===== src/rtl/regfile_pkg.sv =====
// regfile_pkg: shared defaults and sizing helper for the register file slice.
package regfile_pkg;
    localparam int DEF_DATA_W = 16;
    localparam int DEF_ADDR_W = 4;

    function automatic int num_regs(input int aw);
        return 1 << aw;
    endfunction
endpackage


===== src/rtl/regfile_busy_tracker.sv =====
// regfile_busy_tracker: per-register pending-load scoreboard with set/clear/flush.
module regfile_busy_tracker
    import regfile_pkg::*;
#(
    parameter int ADDR_W = DEF_ADDR_W,
    parameter bit ZERO_R0 = 1'b0,
    localparam int NUM_REGS = num_regs(ADDR_W)
) (
    input  logic                clk,
    input  logic                rst,
    input  logic                clr,
    input  logic                issue,
    input  logic [ADDR_W-1:0]   issue_addr,
    input  logic                we_b,
    input  logic [ADDR_W-1:0]   wb_addr,
    output logic [NUM_REGS-1:0] busy_vec
);
    logic [NUM_REGS-1:0] set_vec, clr_vec;

    assign set_vec = (issue && !(ZERO_R0 && issue_addr == '0)) ? NUM_REGS'(1) << issue_addr : '0;
    assign clr_vec = we_b ? NUM_REGS'(1) << wb_addr : '0;

    // set is applied after clear so a same-cycle re-issue keeps the register pending
    always_ff @(posedge clk or posedge rst)
        if (rst) busy_vec <= '0;
        else if (clr) busy_vec <= '0;
        else busy_vec <= (busy_vec & ~clr_vec) | set_vec;
endmodule


===== src/rtl/regfile_scoreboard.sv =====
// regfile_scoreboard: dual-write-port register file with bypass, optional zero R0
// and a pending-load busy scoreboard.
module regfile_scoreboard
    import regfile_pkg::*;
#(
    parameter int DATA_W = DEF_DATA_W,
    parameter int ADDR_W = DEF_ADDR_W,
    parameter bit ZERO_R0 = 1'b0,
    parameter bit BYPASS = 1'b1,
    localparam int NUM_REGS = num_regs(ADDR_W)
) (
    input  logic                clk,
    input  logic                rst,
    input  logic                clr,
    input  logic [ADDR_W-1:0]   d_addr,
    input  logic [ADDR_W-1:0]   s1_addr,
    input  logic [ADDR_W-1:0]   s2_addr,
    output logic [DATA_W-1:0]   d_data,
    output logic [DATA_W-1:0]   s1_data,
    output logic [DATA_W-1:0]   s2_data,
    output logic                d_busy,
    output logic                s1_busy,
    output logic                s2_busy,
    output logic [NUM_REGS-1:0] busy_vec,
    input  logic                we_a,
    input  logic [ADDR_W-1:0]   wa_addr,
    input  logic [DATA_W-1:0]   wa_data,
    input  logic                we_b,
    input  logic [ADDR_W-1:0]   wb_addr,
    input  logic [DATA_W-1:0]   wb_data,
    input  logic                issue,
    input  logic [ADDR_W-1:0]   issue_addr
);
    logic [DATA_W-1:0] regs [NUM_REGS];
    logic [ADDR_W-1:0] ra [3];
    logic [DATA_W-1:0] rdat [3];
    logic              rbsy [3];
    logic              wa_en, wb_en, fwd_a, fwd_b;

    assign wa_en = we_a && !clr && !(ZERO_R0 && wa_addr == '0);
    assign wb_en = we_b && !clr && !(ZERO_R0 && wb_addr == '0);
    // no forwarding while in reset so every output reads zero immediately
    assign fwd_a = BYPASS && wa_en && !rst;
    assign fwd_b = BYPASS && wb_en && !rst;

    // port A is written last so it wins an address collision
    always_ff @(posedge clk or posedge rst)
        if (rst) for (int i = 0; i < NUM_REGS; i++) regs[i] <= '0;
        else if (clr) for (int i = 0; i < NUM_REGS; i++) regs[i] <= '0;
        else begin
            if (wb_en) regs[wb_addr] <= wb_data;
            if (wa_en) regs[wa_addr] <= wa_data;
        end

    regfile_busy_tracker #(.ADDR_W(ADDR_W), .ZERO_R0(ZERO_R0)) u_busy (
        .clk(clk),
        .rst(rst),
        .clr(clr),
        .issue(issue),
        .issue_addr(issue_addr),
        .we_b(we_b),
        .wb_addr(wb_addr),
        .busy_vec(busy_vec)
    );

    assign ra = '{d_addr, s1_addr, s2_addr};

    always_comb
        for (int i = 0; i < 3; i++) begin
            rdat[i] = (fwd_a && wa_addr == ra[i]) ? wa_data :
                      (fwd_b && wb_addr == ra[i]) ? wb_data : regs[ra[i]];
            rbsy[i] = busy_vec[ra[i]] && !(fwd_b && wb_addr == ra[i]);
        end

    assign d_data  = rdat[0];
    assign s1_data = rdat[1];
    assign s2_data = rdat[2];
    assign d_busy  = rbsy[0];
    assign s1_busy = rbsy[1];
    assign s2_busy = rbsy[2];
endmodule


===== config.mk =====
export PLATFORM = sky130hd
export DESIGN_NAME = regfile_scoreboard
export DESIGN_NICKNAME = d
export VERILOG_FILES = /design/src/rtl/regfile_pkg.sv /design/src/rtl/regfile_busy_tracker.sv /design/src/rtl/regfile_scoreboard.sv
export SDC_FILE = /design/constraint.sdc
export NUM_CORES = 1
export LEC_CHECK = 0
export CAP_MARGIN = 20
export CORE_MARGIN = 2
export CORE_UTILIZATION = 40
export DETAILED_ROUTE_END_ITERATION = 8
export GPL_TIMING_DRIVEN = 0
export PLACE_DENSITY = 0.57
export SLEW_MARGIN = 20
export SYNTH_ARGS = -nofsm -noshare
export SYNTH_HDL_FRONTEND = slang
export SYNTH_SLANG_ARGS = --single-unit

===== constraint.sdc =====
create_clock -name clk -period 9.7 [get_ports clk]
set_clock_uncertainty 0.15 [all_clocks]
set_input_delay 0.97 -clock clk [delete_from_list [all_inputs] [get_ports clk]]
set_output_delay 0.97 -clock clk [all_outputs]
set_load 0.05 [all_outputs]

==> summary.md <==
| Metric | Value |
|---|---|
| DRC | 0 |
| Final min period | 6.48 ns |
| Worst-path maximum fanout | 10 |
| Static leakage | 0.0102 µW |
| Compound-cell area share of the yosys netlist | 0.147 |
| Number of synthesized flops with an enable pin | 0 |
| Reg2Reg Setup Slack | 8.51 ns |
| H-tree depth | 2 |
| Nets | 2407 |
| Initial Utilization | 0.403 |
| GPL Wtd Cong | between 1 and 1.5 |
| Vias post-DR | 21100 |
| Worst rel slew slack | 0.130 |
| RSZ-0062 raised after global routing | false |
| Min-Delay Path Class | reg -> reg |
| FP Rows | 85 |
| Clk root buf | clkbuf_16 |
| Num CTS Buffers | 37 |
| Synth Area in Adders | 0 |
| Mux cell area share after synthesis | 0.319 |
| Share of layout cells above drive strength 1 | 0.153 |
| Placed cell count | around 3000 |
| Hold-fix buffers, CTS | 0 |
| Hold WS | 0.453 ns |
| Least-Margin Pin Slew | 1.31 ns |
| CTS sink cnt | 272 |
| Maxcap violations | 0 |
| Post-DP HPWL | roughly 84000 µm |
| Max frequency | 154 MHz |
| Register bit count reported by yosys | 272 |
| Count leader, synth | nor2_1 |
| Post-CTS Setup Inserts | 0 |
| XOR/XNOR share of the synthesized area | 0.00970 |
| Synth Cell Area | 21700 µm² |
| Die ar. | 56000 µm² |
| Hold Fails Final Rpt | 0 |
| Startpoint Class | input port |
| Synth unique cells | 40 |
| Synth top area share | 0.314 |
| Worst setup EP type | output port |
| Post-Synth Simple-Gate Area | 0.147 |
| Pwr Total | roughly 3400 µW |
| Syn_nets | roughly 2300 |
| Outcome | finished clean |
| Top cells by count, synth | nor2_1, dfrtp_1, mux2i_1 |
| Port buffer count | just over 80 |
| Setup TNS Final | 0 ns |
| 1st-pass router iterations | 6 |
| Wire per inst | 36.4 µm |
| TritonCTS clock tree | done |
| Total GRT Usage | 0.397 |
| Finished Layout Cells | 3067 |
| Combinational family with the most area after synthesis | multiplexers |
| Drt total wl | 112000 µm |
| Number of global-route vias before repair | 20500 |
| Power per Cell Area | 136 nW/µm² |
| First-pass GRT wire length | 155000 µm |
| Main synth FF type | dfrtp_1 |
| Synth Instances | 2219 |
| DIE HEIGHT | 237 µm |
| Max-slew violation count | 0 |
| Synth area leader | dfrtp_1 |
| Clock transition at the registers of the reported paths | 0.06 ns |
| Avg Cell Area, Syn | 9.76 µm² |
| Pin count of the biggest net entering global routing | 80 |
| Worst Path Arrival | 5.36 ns |
| Fraction of registers with async set/reset | 1.00 |
| Overflow after GRT | 0 |
| Finish-stage setup viols | 0 |
| Clk_lat worst skew | 0.56 ns |
| Area grow syn2layout | 14.7% |
| Fin crit share | 0.668 |
| Critical Path RT | between 8 and 9 ns |
| Initial antenna violation count | 1 |
| Peak supply drop | 0.0958 mV |
| IO Pins | approximately 130 |
| Core area | 53700 µm² |
| Sequential area share after synthesis | 0.314 |
| Post-CTS sizing | 0 |
| Iteration-0 DRC Markers | roughly 2500 |
| Die width | 237 µm |
| Synth area leaders | dfrtp_1, mux4_2, mux2i_1 |
| Via density per instance | 6.87 |
| Synthesis Warnings | 0 |
| Post-DRT Antenna Nets | 0 |
| Setup Crit Path Kind | in -> out |
| Clock tree buffer depth | 3 |
## path summary, 6_finish.rpt
kind,start,cells past startpoint,end
worst max-delay path,s2_addr[3],8,s2_data[9]
worst min-delay path,regs[179],2,regs[179]
worst max register to register,regs[94],2,regs[94]
worst min register to register,regs[179],2,regs[179]
max in group asynchronous,rst,4,regs[208]
min in group asynchronous,rst,2,u_busy.busy_vec[2]
## routing by layer
layer	track usage	share of wire
met2	0.526	0.39
met5	0	0
met3	0.124	0.13
met1	0.552	0.40
met4	0.261	0.078
## critical path, stage by stage
cell and delay [ns]:
clkdlybuf4s50_1 0.64, buf_4 0.32, clkbuf_1 0.79, mux4_2 0.44, o21ai_0 0.22, and3_1 0.29
o31ai_1 0.71, clkdlybuf4s50_1 0.95
## cells in the final DEF (no fill, tap or decap), types with 9 or more instances in the layout
cell type and count:
xor2_1 12, a21oi_1 22, a211oi_1 160, mux2_2 54
buf_4 28, o31ai_1 45, clkbuf_2 9, dfrtp_1 272
mux2i_1 262, clkbuf_16 39, buf_2 33, nor2_1 314
nand3_1 105, buf_6 20, o21ai_0 61, xnor2_1 12
a221oi_1 45, mux4_1 24, buf_1 24, a311oi_1 96
mux4_2 135, clkbuf_1 170, and3_1 47, nand2_1 222
clkdlybuf4s50_1 82
## sequential cells by signal (all words and copies together) (netlist names)
register         count
regs               256
u_busy.busy_vec     16
## final cells by class
cell class | count | area, µm²
clock inverters | 15 | 284
clock buffers | 48 | 1070
flip-flops and latches | 272 | 6810
repair buffers | 87 | 926
fillers | 4967 | 28900
plain buffers | 283 | 1370
multi-input cells | 1660 | 13500
diodes | 2 | 5.00
well taps | 696 | 871
inverters | 4 | 22.5
## kinds of logic after synthesis
| family | Yosys count |
|---|---|
| simple gates | 732 |
| mux | 475 |
| compound gates | 429 |
| buf+inv | 287 |
| flops | 272 |
| xor+xnor | 24 |
## power by group
| group | internal [µW] | total (µW) | switching [µW] |
|---|---|---|---|
| Combinational | 185 | 631 | 446 |
| Sequential | 1160 | 1190 | 29.4 |
| Clock | 987 | 1560 | 572 |
## per-stage QoR
step | setup slack, ns | util | instance area (µm²)
floorplan | 0.371 | - | 21700
global placement | -4.51 | 0.435 | 23400
detailed placement | 3.56 | 0.437 | 23500
CTS | 3.51 | 0.462 | 24800
global route | 3.37 | 0.463 | 24800
finish | 3.22 | 0.463 | 24900
Power figures use the tool's default switching activity.
